`config.mk`:
```
export PLATFORM = sky130hd
export DESIGN_NAME = axil_seg7_array
export DESIGN_NICKNAME = d
export VERILOG_FILES = /design/src/rtl/axil_seg7_array.sv
export SDC_FILE = /design/constraint.sdc
export NUM_CORES = 1
export LEC_CHECK = 0
export ABC_AREA = 1
export ABC_CLOCK_PERIOD_IN_PS = 5700
export CAP_MARGIN = 20
export CORE_MARGIN = 2
export CORE_UTILIZATION = 60
export DETAILED_ROUTE_END_ITERATION = 10
export HOLD_SLACK_MARGIN = 0.15
export PLACE_DENSITY_LB_ADDON = 0.25
export SLEW_MARGIN = 20
export SYNTH_ARGS = -nofsm -noshare
export SYNTH_HDL_FRONTEND = slang
export SYNTH_SLANG_ARGS = --single-unit
```
`constraint.sdc`:
```
create_clock -name ACLK -period 5.7 [get_ports ACLK]
set_input_delay 1.14 -clock ACLK [delete_from_list [all_inputs] [get_ports ACLK]]
set_output_delay 1.14 -clock ACLK [all_outputs]
set_load 0.01 [all_outputs]
```
`src/rtl/axil_seg7_array.sv`:
```
// AXI4-Lite register file driving a bank of active-low 7-segment displays.
// Each digit has its own register (hex or raw mode, blank, blink). A global
// enable register and a blink half-period register complete the map.
//
// Write FSM states:
//   state      | meaning
//   W_IDLE     | waiting for AW and/or W
//   W_GOT_ADDR | address latched, waiting for write data
//   W_GOT_DATA | data latched, waiting for write address
//   W_WRITE    | apply strobed data to the latched register
//   W_RESP     | BVALID held until BREADY
module axil_seg7_array #(
    parameter int ADDR_WIDTH  = 32,
    parameter int NUM_DIGITS  = 6,
    parameter int BLINK_WIDTH = 24
) (
    input  logic                    ACLK,
    input  logic                    ARESETn,
    input  logic [ADDR_WIDTH-1:0]   AWADDR,
    input  logic [2:0]              AWPROT,
    input  logic                    AWVALID,
    output logic                    AWREADY,
    input  logic [31:0]             WDATA,
    input  logic [3:0]              WSTRB,
    input  logic                    WVALID,
    output logic                    WREADY,
    output logic [1:0]              BRESP,
    output logic                    BVALID,
    input  logic                    BREADY,
    input  logic [ADDR_WIDTH-1:0]   ARADDR,
    input  logic [2:0]              ARPROT,
    input  logic                    ARVALID,
    output logic                    ARREADY,
    output logic [31:0]             RDATA,
    output logic [1:0]              RRESP,
    output logic                    RVALID,
    input  logic                    RREADY,
    output logic [7*NUM_DIGITS-1:0] oSEG
);

    localparam logic [2:0] W_IDLE     = 3'd0;
    localparam logic [2:0] W_GOT_ADDR = 3'd1;
    localparam logic [2:0] W_GOT_DATA = 3'd2;
    localparam logic [2:0] W_WRITE    = 3'd3;
    localparam logic [2:0] W_RESP     = 3'd4;

    localparam logic [ADDR_WIDTH-1:0] CTRL_ADDR  = ADDR_WIDTH'(32'h40);
    localparam logic [ADDR_WIDTH-1:0] BLINK_ADDR = ADDR_WIDTH'(32'h44);
    localparam logic [18:0]           DIGIT_MASK = 19'h77F0F;
    localparam logic [1:0]            RESP_OKAY   = 2'b00;
    localparam logic [1:0]            RESP_SLVERR = 2'b10;

    logic [2:0]              wstate_q, wstate_d;
    logic [ADDR_WIDTH-1:0]   awaddr_q;
    logic [31:0]             wdata_q;
    logic [3:0]              wstrb_q;
    logic [1:0]              bresp_q;
    logic                    rvalid_q;
    logic [31:0]             rdata_q;
    logic [1:0]              rresp_q;
    logic [18:0]             digit_q [NUM_DIGITS];
    logic                    ctrl_q;
    logic [BLINK_WIDTH-1:0]  blink_q;
    logic [BLINK_WIDTH-1:0]  blink_cnt_q;
    logic                    blink_phase_q;
    logic [7*NUM_DIGITS-1:0] seg_q, seg_d;
    logic [31:0]             rd_val, wr_old, wr_merged, strb_mask;
    logic                    wr_fire, blink_wr;
    logic                    unused_ok;

    function automatic logic addr_mapped(input logic [ADDR_WIDTH-1:0] a);
        logic digit_hit;
        digit_hit = (a[ADDR_WIDTH-1:6] == '0) && (a[1:0] == 2'b00) &&
                    ({1'b0, a[5:2]} < 5'(NUM_DIGITS));
        return digit_hit || (a == CTRL_ADDR) || (a == BLINK_ADDR);
    endfunction

    function automatic logic [6:0] hex7(input logic [3:0] v);
        case (v)
            4'h0: return 7'h40;  4'h1: return 7'h79;
            4'h2: return 7'h24;  4'h3: return 7'h30;
            4'h4: return 7'h19;  4'h5: return 7'h12;
            4'h6: return 7'h02;  4'h7: return 7'h78;
            4'h8: return 7'h00;  4'h9: return 7'h10;
            4'hA: return 7'h08;  4'hB: return 7'h03;
            4'hC: return 7'h46;  4'hD: return 7'h21;
            4'hE: return 7'h06;  default: return 7'h0E;
        endcase
    endfunction

    // Register read views for the read address and the latched write address
    always_comb begin
        rd_val = '0;
        wr_old = '0;
        if (ARADDR == CTRL_ADDR)    rd_val = {31'b0, ctrl_q};
        if (ARADDR == BLINK_ADDR)   rd_val = 32'(blink_q);
        if (awaddr_q == CTRL_ADDR)  wr_old = {31'b0, ctrl_q};
        if (awaddr_q == BLINK_ADDR) wr_old = 32'(blink_q);
        for (int i = 0; i < NUM_DIGITS; i++) begin
            if (ARADDR == ADDR_WIDTH'(4*i))   rd_val = {13'b0, digit_q[i]};
            if (awaddr_q == ADDR_WIDTH'(4*i)) wr_old = {13'b0, digit_q[i]};
        end
    end

    assign strb_mask = {{8{wstrb_q[3]}}, {8{wstrb_q[2]}}, {8{wstrb_q[1]}}, {8{wstrb_q[0]}}};
    assign wr_merged = (wr_old & ~strb_mask) | (wdata_q & strb_mask);
    assign wr_fire   = (wstate_q == W_WRITE) && addr_mapped(awaddr_q);
    assign blink_wr  = wr_fire && (awaddr_q == BLINK_ADDR);

    // Write channel next-state
    always_comb begin
        wstate_d = wstate_q;
        case (wstate_q)
            W_IDLE: begin
                if (AWVALID && WVALID) wstate_d = W_WRITE;
                else if (AWVALID)      wstate_d = W_GOT_ADDR;
                else if (WVALID)       wstate_d = W_GOT_DATA;
            end
            W_GOT_ADDR: if (WVALID)  wstate_d = W_WRITE;
            W_GOT_DATA: if (AWVALID) wstate_d = W_WRITE;
            W_WRITE:                 wstate_d = W_RESP;
            W_RESP:     if (BREADY)  wstate_d = W_IDLE;
            default:                 wstate_d = W_IDLE;
        endcase
    end

    // Write channel state, address/data capture and response code
    always_ff @(posedge ACLK) begin
        if (!ARESETn) begin
            wstate_q <= W_IDLE;
            awaddr_q <= '0;
            wdata_q  <= '0;
            wstrb_q  <= '0;
            bresp_q  <= RESP_OKAY;
        end else begin
            wstate_q <= wstate_d;
            if (AWVALID && AWREADY) awaddr_q <= AWADDR;
            if (WVALID && WREADY) begin
                wdata_q <= WDATA;
                wstrb_q <= WSTRB;
            end
            if (wstate_q == W_WRITE)
                bresp_q <= addr_mapped(awaddr_q) ? RESP_OKAY : RESP_SLVERR;
        end
    end

    // Register file update; reserved bits are dropped on write
    always_ff @(posedge ACLK) begin
        if (!ARESETn) begin
            ctrl_q  <= 1'b1;
            blink_q <= '0;
            for (int i = 0; i < NUM_DIGITS; i++) digit_q[i] <= '0;
        end else if (wr_fire) begin
            if (awaddr_q == CTRL_ADDR)  ctrl_q  <= wr_merged[0];
            if (awaddr_q == BLINK_ADDR) blink_q <= wr_merged[BLINK_WIDTH-1:0];
            for (int i = 0; i < NUM_DIGITS; i++)
                if (awaddr_q == ADDR_WIDTH'(4*i)) digit_q[i] <= wr_merged[18:0] & DIGIT_MASK;
        end
    end

    // Read channel: capture data at acceptance, hold until RREADY
    always_ff @(posedge ACLK) begin
        if (!ARESETn) begin
            rvalid_q <= 1'b0;
            rdata_q  <= '0;
            rresp_q  <= RESP_OKAY;
        end else if (!rvalid_q) begin
            if (ARVALID) begin
                rvalid_q <= 1'b1;
                rdata_q  <= rd_val;
                rresp_q  <= addr_mapped(ARADDR) ? RESP_OKAY : RESP_SLVERR;
            end
        end else if (RREADY) begin
            rvalid_q <= 1'b0;
        end
    end

    // Blink half-period counter; a BLINK write restarts the pattern
    always_ff @(posedge ACLK) begin
        if (!ARESETn || blink_wr || (blink_q == '0)) begin
            blink_cnt_q   <= '0;
            blink_phase_q <= 1'b0;
        end else if (blink_cnt_q == blink_q - BLINK_WIDTH'(1)) begin
            blink_cnt_q   <= '0;
            blink_phase_q <= ~blink_phase_q;
        end else begin
            blink_cnt_q <= blink_cnt_q + BLINK_WIDTH'(1);
        end
    end

    // Segment pattern per digit, priority: off > raw > hex
    always_comb begin
        seg_d = '0;
        for (int i = 0; i < NUM_DIGITS; i++) begin
            if (!ctrl_q || digit_q[i][17] || (digit_q[i][18] && blink_phase_q))
                seg_d[7*i +: 7] = 7'h7F;
            else if (digit_q[i][16])
                seg_d[7*i +: 7] = ~digit_q[i][14:8];
            else
                seg_d[7*i +: 7] = hex7(digit_q[i][3:0]);
        end
    end

    // Registered segment outputs, showing "0" on every digit out of reset
    always_ff @(posedge ACLK) begin
        if (!ARESETn) seg_q <= {NUM_DIGITS{7'h40}};
        else          seg_q <= seg_d;
    end

    assign AWREADY   = (wstate_q == W_IDLE) || (wstate_q == W_GOT_DATA);
    assign WREADY    = (wstate_q == W_IDLE) || (wstate_q == W_GOT_ADDR);
    assign BVALID    = (wstate_q == W_RESP);
    assign BRESP     = bresp_q;
    assign ARREADY   = ~rvalid_q;
    assign RVALID    = rvalid_q;
    assign RDATA     = rdata_q;
    assign RRESP     = rresp_q;
    assign oSEG      = seg_q;
    assign unused_ok = ^{AWPROT, ARPROT, wr_merged};

endmodule
```
Word-level counts from Yosys, hierarchy flattened
Memory sizes are Yosys's and may differ from the RTL's.
Index checks and enable logic that the tools add are counted.

word-level totals
  bits in registers = 191
  bits of input ports = 113
  ROM bits = 672
  bits in writable memories = 84
  memories = 7
  output and inout port bits = 83
  word-level logic and storage cells = 199

operators by class
  reduce and logical (&&, ||, !) cells = 56
  $lt $le $gt $ge = 2
  add/subtract/negate cells = 2
  bitwise gates (word level) = 19
  mux-type cells = 71
  equality and inequality tests = 23

memories
  memory            words  width  read ports  clocked after memory_dff  write ports  RTL line  source
  (name not given)  16     7      1           0                         0            79        case (v)
  (name not given)  16     7      1           0                         0            79
  (name not given)  16     7      1           0                         0            79
  (name not given)  16     7      1           0                         0            79
  (name not given)  16     7      1           0                         0            79
  (name not given)  16     7      1           0                         0            79
  1 more memories   -      -      -           -                         -            -

operators by type and width
  kind                     count
  $mux W24                 10
  $eq A32 B4 Y1 const B    4
  $eq A32 B5 Y1 const B    4
  $eq A32 B7 Y1 const B    4
  $mux W32                 4
  $mux W14                 6
  $eq A32 B3 Y1 const B    2
  $logic_not A32 Y1        2
  $logic_not A26 Y1        2
  $and A24 B24 Y24         2
  $mux W7                  6
  $not A7 Y7               6
  $mux W6                  6
  $mux W1                  30
  $add A24 B1 Y24 const B  1
  $eq A24 B24 Y1           1
  $logic_not A24 Y1        1
  $not A24 Y24             1
  $or A24 B24 Y24          1
  $sub A24 B1 Y24 const B  1
  $logic_or A1 B1 Y1       20
  $mux W3                  6
  $logic_and A1 B1 Y1      15
  $pmux W3 S5              1
  other kinds (16)         37

Logic depth before layout (Yosys ltp)
Gate-level depths: netlist (run 1).

  depth in word-level cells = 12
  mapped depth = 16
  gate-level depth less buffers = 15

Worst setup path before layout (run 1)
OpenSTA, ideal clock, no wires.

  path kind = register to register
  start = register awaddr_q[16]
  end = memory digit_q[1][0] (netlist bit), enable pin
  data arrival time = 2376 ps
  required time = 5296 ps
  period minus slack after synthesis = 2781 ps
  slack = 2919 ps
  stages on the path, launching flop included = 10
  setup time = 404 ps
  buffers on the path = 0
  path through = dfxtp_1 > nor2_1 > nand2_1 > nor2_4 > nand2_4 > nor3_4 > inv_2 > nand2_2 > nand2_4 > o21ai_0

RTL lines
  element                 RTL line  source
  start, declared         54        logic [ADDR_WIDTH-1:0] awaddr_q;
  start signal, assigned  131       awaddr_q <= '0;
  start signal, assigned  137       if (AWVALID && AWREADY) awaddr_q <= AWADDR;
  end, declared           61        logic [18:0] digit_q [NUM_DIGITS];

Final worst setup path (run 1)
  start = register wstate_q[2]
  end = output port WREADY

between the ends
  word-level cells in the longest chain between the ends = 2
  elaborated cells on any way between the ends = 3
  those cells by class = eq/ne (1); reduce/logical (2)

RTL lines
  element                                                  RTL line  source
  start, declared                                          53        logic [2:0] wstate_q, wstate_d;
  start signal, assigned                                   136       wstate_q <= wstate_d;
  $eq A3 B1 Y1 / $logic_not A3 Y1 (equally long branches)  211       assign WREADY = (wstate_q == W_IDLE) || (wstate_q == W_GOT_ADDR);
  $logic_or A1 B1 Y1 *                                     211
  end, declared                                            26        output logic WREADY,

Mark *: on every way between the ends. The rest lies on a longest branch, timed or not.

==> out/results.ini, run 1 <==
[synth]
async_flop_share=0
synth_seq_cells=265
syn-cell-area_sq_um=14900
synth-edff-count=84
synth_top_area_share=0.2432
yosysWarnings=0
avgSynthCellArea_sq_um=7.467
synthFlopType=dfxtp_1
yosysTopAreaCell=dfxtp_1
yosys-top-cells-area=dfxtp_1 (24%), edfxtp_1 (17%), nand2_1 (13%)
yosysSeqAreaShare=0.4126
postSynthCellCount=1995
yosysUniqueCellTypes=56

[clock_tree]
numClockSinks=265
root_buffer=clkbuf_16
htreeDepth=1
cts_made_buffers=28
post-cts-setup-buffer-count=0
cts-hold-fix-buffers=0
cts_resized=0
clk_latency_ns=0.55
clkTransAtPathRegs_ns=0.06
clk_path_buf_depth=3
cts_tree=built

[floorplanning]
die_x_microns=161.6
start_util=0.6125
core_area_sq_um=24320
die_area_sq_um=26100
rows=57
io_pins=196
die_h_microns=161.6

[detailed_routing]
viasPerCell=5.761
vias=14220
detail_route.wl_per_cell_microns=17.79
drt_wl_total_mm=43.91
dr.pass1.iters=5
drt_iter0_drc=1494
post-route-drc-count=0
ant_nets=0

[timing]
setup-tns-final_ns=0
worstMarginPinSlew_ns=1.151
period_share=0.6315
rsz0062_at_grt=false
fin_skew_ns=0.02216
fmax_mhz=277.8
maxSlewViolCount=0
period_minus_slack_ns=3.600
hold_viol=0
finalSetupViolations=0
relSlewSlack=0.2282

[critical_path]
rrSetupSlack_ns=2.69
endpoint_kind=output port
reg2regPathDepth=10
rr_endpoint=digit_q[2][0]
crit_required_ns=4.56
rr_startpoint=awaddr_q[31]
cp_slowest_cell=clkdlybuf4s50_1
critPathKind=reg -> out
cp_cell_sequence=nor2_1 > nand2_1 > nand2_1 > clkdlybuf4s50_1
cp-startpoint=wstate_q[2]
startpoint_type=flip-flop
endpoint=WREADY
cp_common_cell=nand2_1
max_stage_delay_ns=0.67
cp_max_fo=26
critPathArrivalTime_ns=2.46

[pwr]
p_int_mw=3.371
ir_drop_v=0.0003137
p_leak_nw=7.005
power_density_nw_per_um2=269.3
swShare=0.2866
p_clk_frac=0.367
p_comb_frac=0.167
p_seq_frac=0.466
switching_power_mw=1.354

[placement]
io_buffer_count=170
post-dp-hpwl_mm=33.01
place.gp.congestion=0.9903

[grt]
grt_pass1_wl_mm=68.06
grt_pass1_vias=13020
grt_max_degree=53
overflow=0
gr-usage-all-layers=0.3315
antenna_found_initial=0

[layout]
nets=2273
diodes=0
drive_above_1_share=0.07276
fin_util=0.7215
nFillCells=1959
syn_to_final_growth_pct=17.79

[run]
drv_cap=0

[min_path]
worstHoldStart=wdata_q[12]
worst_hold_path_type=reg -> reg

[status]
status=finished, final reports clean

==> critical path: cells and delay by family, from the launching register on <==
kind,cells,cell delay (ns)
buffers and inverters,1,0.67
DFF,1,0.36
and+or+nand+nor,3,0.89
==> layout by cell type, fill, tap and decap left out, drive strengths merged, types with 3 or more instances in the layout <==
cell type | Yosys | final
xor2 | 23 | 23
o21ai | 98 | 98
o22ai | 3 | 3
inv | 135 | 134
or2 | 16 | 16
nor2 | 252 | 252
xnor2 | 9 | 9
o2111ai | 7 | 7
and2 | 53 | 53
dfxtp | 181 | 181
a211oi | 8 | 8
clkbuf | 55 | 42
o31ai | 6 | 6
o21a | 26 | 26
ha | 38 | 38
a21boi | 34 | 34
nand3b | 4 | 4
nand2 | 539 | 539
nor4 | 11 | 11
a31oi | 14 | 14
edfxtp | 84 | 84
buf | 37 | 10
nor3 | 36 | 36
clkinv | 3 | 14
nand4 | 49 | 49
a21oi | 138 | 138
conb | 1 | 10
nand3 | 125 | 125
clkdlybuf4s50 | 0 | 169
==> how the worst min path moves through the flow <==
stage | to | depth (start not counted)
finish | wdata_q[12] | 2
global route | wdata_q[7] | 2
floorplan | blink_cnt_q[0] | 1
global placement | wdata_q[12] | 2
detailed placement | wdata_q[18] | 2
CTS | wdata_q[18] | 2
==> power by group through the flow <==
stage               Sequential (mW)  Clock, mW  Combinational (mW)
finish                         2.20       1.73               0.791
global route                   2.22       1.81               0.884
CTS                            2.20       1.74               0.787
detailed placement             2.24          0               0.783
global placement               2.23          0               0.765
floorplan                      2.20          0               0.540
==> logic make-up (layout without fill, tap and decap cells) <==
group,count (synthesis),in the layout,synth area share
buf+inv,230,370,0.06753
xor+xnor,32,32,0.01881
other cells,1,10,0.0002517
flops,265,265,0.4126
compound gates,340,340,0.1358
fa+ha+maj,38,38,0.03192
simple gates,1089,1089,0.3331
==> registers in the layout, summed over array words and instances, names as in the netlist <==
name / count
RVALID: 1
digit_q: 84
ctrl_q: 1
BRESP: 1
blink_cnt_q: 24
wdata_q: 24
wstrb_q: 3
oSEG: 42
RDATA: 24
RRESP: 1
awaddr_q: 32
blink_q: 24
blink_phase_q: 1
wstate_q: 3
==> synth_stat cells (all sizes together), types with 16 or more instances <==
library cell and count:
clkbuf 55, and2 53, or2 16, nand3 125
a21boi 34, ha 38, buf 37, o21a 26
xor2 23, o21ai 98, edfxtp 84, dfxtp 181
a21oi 138, nor2 252, inv 135, nand4 49
nand2 539, nor3 36
==> area by class of cell <==
cell class / count / area, sq um / area share
Tap cell: 324 / 405.4 / 0.02310
Inverter: 138 / 521.8 / 0.02973
Clock inverter: 11 / 52.55 / 0.002995
Clock buffer: 41 / 822.0 / 0.04685
Multi-Input combinational cell: 1509 / 7828 / 0.4461
Sequential cell: 265 / 6146 / 0.3503
Timing Repair Buffer: 180 / 1772 / 0.1010
==> through the flow <==
stage / total power [mW] / area (sq um) / cells / hold WS, ns / setup WS, ns
final: 4.725 / 17550 / 2468 / 0.4617 / 2.101
after CTS: 4.730 / 17530 / 2467 / 0.4627 / 2.085
after global routing: 4.911 / 17550 / 2468 / 0.4724 / 1.878
after global placement: 2.997 / 16650 / 2415 / 0.4478 / 1.816
after floorplan: 2.743 / 14930 / 2004 / 0.4410 / 2.919
after detailed placement: 3.021 / 16660 / 2415 / 0.4549 / 1.751
==> layer usage <==
metal | GRT usage | up-vias | wire length (microns)
met2 | 0.5637 | 686 | 20390
met1 | 0.4205 | 6558 | 17470
met5 | 0 | - | 0
met4 | 0.1579 | 0 | 2239
met3 | 0.04109 | 125 | 3802
li1 | - | 6850 | -
(Power assumes the default switching activity.)
==> run 2: changes to the inputs <==
--- a/config.mk
+++ b/config.mk
@@ -6,10 +6,10 @@
 export NUM_CORES = 1
 export LEC_CHECK = 0
 export ABC_AREA = 1
-export ABC_CLOCK_PERIOD_IN_PS = 5700
+export ABC_CLOCK_PERIOD_IN_PS = 3700
 export CAP_MARGIN = 20
 export CORE_MARGIN = 2
-export CORE_UTILIZATION = 60
+export CORE_UTILIZATION = 56
 export DETAILED_ROUTE_END_ITERATION = 10
 export HOLD_SLACK_MARGIN = 0.15
 export PLACE_DENSITY_LB_ADDON = 0.25
==> constraint.sdc (replaced) <==
create_clock -name ACLK -period 3.7 [get_ports ACLK]
set_input_delay 0.74 -clock ACLK [delete_from_list [all_inputs] [get_ports ACLK]]
set_output_delay 0.74 -clock ACLK [all_outputs]
set_load 0.01 [all_outputs]
==> run 2 against run 1 <==
Net effect: sequential share of layout area fell by 0.30 points; first-iteration DRC count fell by 3.5%; cell area rose by 0.87%; non-clock buffer count rose by 13; worst hold slack improved by 0.0018 ns; worst setup slack got worse by 1.3 ns; global-route usage fell by 1.9 points; clock power rose by 69%; total power rose by 60%.
==> out/results.ini, run 2 (synthesized netlist as in run 1, its figures left out) <==
[placement]
dp_slack_ns=0.7650
place_area_sq_um=16740
io_buffer_count=170
post-dp-hpwl_mm=33.11
dp.cells=2440
place.gp.congestion=0.9875

[floorplanning]
io_pins=196
die_x_microns=167.1
rows=59
core_area_sq_um=26060
die_h_microns=167.1
start_util=0.5717
die_area_sq_um=27920

[pwr]
power_density_nw_per_um2=427.0
power_mw=7.558
p_leak_nw=7.055
ir_drop_v=0.0004233

[critical_path]
critPathArrivalTime_ns=2.19
startpoint_type=flip-flop
cp_top_family=buffers and inverters
cp_common_cell=nand2_1
max_stage_delay_ns=0.58
cp_max_fo=26
path_buf_inv=2
critPathKind=reg -> out
cp_slowest_cell=clkdlybuf4s50_1
endpoint_kind=output port
crit_required_ns=2.96
cp_cell_sequence=nor2_1 > nand2_1 > nand2_1 > buf_4 > clkdlybuf4s50_1

[detailed_routing]
dr.pass1.iters=6
detail_route.wl_per_cell_microns=17.86
vias=14210
post-route-drc-count=0
viasPerCell=5.703
drt_wl_total_mm=44.52
drt_iter0_drc=1442
ant_nets=0

[timing]
finalSetupViolations=0
period_minus_slack_ns=2.930
hold_viol=0
relSlewSlack=0.2934
fmax_mhz=341.4
setup-tns-final_ns=0
period_share=0.7918
maxSlewViolCount=0
fin_skew_ns=0.01914
worstMarginPinSlew_ns=1.054
fin_ws_ns=0.7705
rsz0062_at_grt=false

[grt]
grt_max_degree=53
gr-usage-all-layers=0.3127
grt_pass1_wl_mm=69.75
overflow=0
grt_pass1_vias=13150
antenna_found_initial=0

[clock_tree]
cts-hold-fix-buffers=0
htreeDepth=1
clkTransAtPathRegs_ns=0.06
post-cts-setup-buffer-count=0
cts_made_buffers=28
root_buffer=clkbuf_16
cts_tree=built
clk_path_buf_depth=3
cts_resized=0
clk_latency_ns=0.57
numClockSinks=265

[layout]
layout_commonest_cell=nand2_1
final_cell_area_sq_um=17700
stdcell_count=2492
diodes=0
drive_above_1_share=0.07696
nets=2286
syn_to_final_growth_pct=18.81
regMostFlops=digit_q
layout_common_cells=nand2_1 (519), nor2_1 (234), dfxtp_1 (181)
largest_reg_flops=84

[run]
drv_cap=0

[status]
status=finished, final reports clean

[min_path]
worst_hold_path_type=reg -> reg

-- run 2: area by class of cell --
cell class,instances,area (sq um)
Tap cell,335,419.2
Inverter,138,521.8
Multi-Input combinational cell,1509,7790
Fill cell,2157,8359
Timing Repair Buffer,193,1869
Clock inverter,11,150.1
Clock buffer,41,803.3
Sequential cell,265,6146
-- run 2: worst min-delay path, stage by stage, from the launching register on --
cell     delay (ns)
dfxtp_1        0.31
nand2_1        0.06
a21oi_1        0.05
-- run 2: path summary, 6_finish.rpt --
| check | from | to | slack [ns] | cells past startpoint |
|---|---|---|---|---|
| setup / recovery | wstate_q[2] | WREADY | 0.77 | 5 |
| hold / removal | wdata_q[10] | wdata_q[10] | 0.46 | 2 |
| setup reg to reg | awaddr_q[0] | digit_q[4][11] | 0.92 | 8 |
| hold reg to reg | wdata_q[10] | wdata_q[10] | 0.46 | 2 |
-- run 2: layer usage --
| metal | vias up | track usage | part of all wire |
|---|---|---|---|
| li1 | 6875 | - | - |
| met1 | 6448 | 0.3977 | 0.40 |
| met2 | 731 | 0.5074 | 0.45 |
| met3 | 159 | 0.05980 | 0.092 |
| met4 | 0 | 0.1638 | 0.057 |
| met5 | - | 0 | 0 |
-- run 2: through the flow --
step	hold WS [ns]	utilization
global placement	0.4496	0.6424
detailed placement	0.4540	0.6424
global route	0.4858	0.6792
finish	0.4635	0.6792
floorplan	0.4410	-
CTS	0.4635	0.6790
-- run 2: power by group --
group / total, mW / internal, mW / switching [mW]
logic: 1.24 / 0.456 / 0.789
registers: 3.39 / 3.22 / 0.172
clock network: 2.92 / 1.72 / 1.20
total: 7.56 / 5.40 / 2.16
==> run 3: changes to the inputs <==
--- a/config.mk
+++ b/config.mk
@@ -6,10 +6,10 @@
 export NUM_CORES = 1
 export LEC_CHECK = 0
 export ABC_AREA = 1
-export ABC_CLOCK_PERIOD_IN_PS = 3700
+export ABC_CLOCK_PERIOD_IN_PS = 2600
 export CAP_MARGIN = 20
 export CORE_MARGIN = 2
-export CORE_UTILIZATION = 56
+export CORE_UTILIZATION = 51
 export DETAILED_ROUTE_END_ITERATION = 10
 export HOLD_SLACK_MARGIN = 0.15
 export PLACE_DENSITY_LB_ADDON = 0.25
==> constraint.sdc (replaced) <==
create_clock -name ACLK -period 2.6 [get_ports ACLK]
set_input_delay 0.52 -clock ACLK [delete_from_list [all_inputs] [get_ports ACLK]]
set_output_delay 0.52 -clock ACLK [all_outputs]
set_load 0.01 [all_outputs]
==> run 3 against run 2 <==
Net effect: wire length grew 1.9%; clock skew shrank 0.0055 ns; sequential power grew 42%; die area grew 9.6%; core utilization shrank 4.5 points; non-clock buffer count grew 51; total power grew 42%; combinational power grew 47%; critical path type unchanged; critical endpoint unchanged.
==> out/results.ini, run 3 (synthesized netlist as in run 1, its figures left out) <==
[status]
status=finished, final reports clean

[placement]
place.gp.congestion=0.9922
dp_slack_ns=-0.02435
dp.cells=2538
place_area_sq_um=17220
io_buffer_count=170
post-dp-hpwl_mm=34.81

[layout]
final_cell_area_sq_um=18210
multi_input_area_sq_um=7794
layout_commonest_cell=nand2_1
drive_above_1_share=0.1005
layout_common_cells=nand2_1 (519), nor2_1 (234), dfxtp_1 (181)
diodes=0
nets=2337
largest_reg_flops=84
fin_util=0.6346
syn_to_final_growth_pct=22.27
nFillCells=2490
regArea_sq_um=6146
regMostFlops=digit_q
stdcell_count=2592

[grt]
grt_pass1_wl_mm=70.88
overflow=0
grt_max_degree=56
gr-usage-all-layers=0.2923
antenna_found_initial=1
grt_pass1_vias=13410

[clock_tree]
root_buffer=clkbuf_16
cts_tree=built
cts_made_buffers=28
numClockSinks=265
clk_path_buf_depth=3
htreeDepth=1
clk_latency_ns=0.56
clkTransAtPathRegs_ns=0.06

[timing]
rsz0062_at_grt=false
relSlewSlack=0.6086
period_minus_slack_ns=2.469
fmax_mhz=405.1
fin_skew_ns=0.01361
finalSetupViolations=0
worstMarginPinSlew_ns=0.5870
maxSlewViolCount=0
period_share=0.9495
setup-tns-final_ns=0
fin_ws_ns=0.1314
hold_viol=0

[critical_path]
cp_max_fo=5
endpoint_kind=output port
cp_top_family=buffers and inverters
critPathArrivalTime_ns=1.95
path_buf_inv=1
cp_cell_sequence=nor2_1 > nand2_1 > nand2_1 > clkdlybuf4s50_1
critPathKind=reg -> out
crit_required_ns=2.08
startpoint_type=flip-flop
cp_common_cell=nand2_1
max_stage_delay_ns=0.54
cp_slowest_cell=clkdlybuf4s50_1

[run]
drv_cap=0

[floorplanning]
die_h_microns=174.9
io_pins=196
core_area_sq_um=28700
rows=62
die_x_microns=174.9
start_util=0.5190
die_area_sq_um=30590

[detailed_routing]
detail_route.wl_per_cell_microns=17.51
vias=14410
post-route-drc-count=0
drt_iter0_drc=1238
dr.pass1.iters=6
drt_wl_total_mm=45.38
viasPerCell=5.561
ant_nets=0

[pwr]
power_density_nw_per_um2=590.5
ir_drop_v=0.0005220
p_leak_nw=7.343

[min_path]
worst_hold_path_type=reg -> reg

-- run 3: layer usage --
layer	global-route usage	wire length, microns	part of all wire	vias up
met5	0	0	0	-
met4	0.1441	2395	0.053	0
met3	0.03916	3934	0.087	151
met2	0.4880	20760	0.46	744
met1	0.3734	18290	0.40	6539
li1	-	-	-	6980
-- run 3: area by class of cell --
| cell class | instances | area share |
|---|---|---|
| Multi-Input combinational cell | 1509 | 0.4279 |
| Tap cell | 384 | 0.02638 |
| Inverter | 138 | 0.02865 |
| Timing Repair Buffer | 244 | 0.1264 |
| Clock buffer | 41 | 0.04733 |
| Sequential cell | 265 | 0.3374 |
| Clock inverter | 11 | 0.005908 |
-- run 3: worst paths after layout --
kind              slack [ns]             to  depth (start not counted)         start
setup / recovery        0.13         WREADY                          4   wstate_q[2]
hold / removal          0.46    wdata_q[11]                          2   wdata_q[11]
setup reg to reg        0.20  digit_q[0][3]                         12  awaddr_q[26]
hold reg to reg         0.46    wdata_q[11]                          2   wdata_q[11]
-- run 3: metrics by stage --
| stage | hold WS (ns) | power [mW] |
|---|---|---|
| detailed placement | 0.4553 | 6.697 |
| global placement | 0.4511 | 6.652 |
| CTS | 0.4601 | 10.79 |
| finish | 0.4601 | 10.76 |
| global route | 0.4848 | 11.20 |
| floorplan | 0.4410 | 6.013 |
-- run 3: what timing repair did --
action,CTS,global route
buffers inserted,0,2
setup endpoints to repair,0,25
resized for setup,0,1
hold buffers,0,0
endpoints found under the hold margin,0,0
-- run 3: worst min-delay path, cell delays in order (launching register included) --
cell and delay, ns:
dfxtp_1 0.31, nand2_1 0.06, a21oi_1 0.05
-- run 3: report_power, final --
group | internal, mW | leakage [nW] | switching (mW)
combinational | 0.686 | 4.52 | 1.13
clock | 2.41 | 0.475 | 1.71
sequential | 4.58 | 2.35 | 0.232
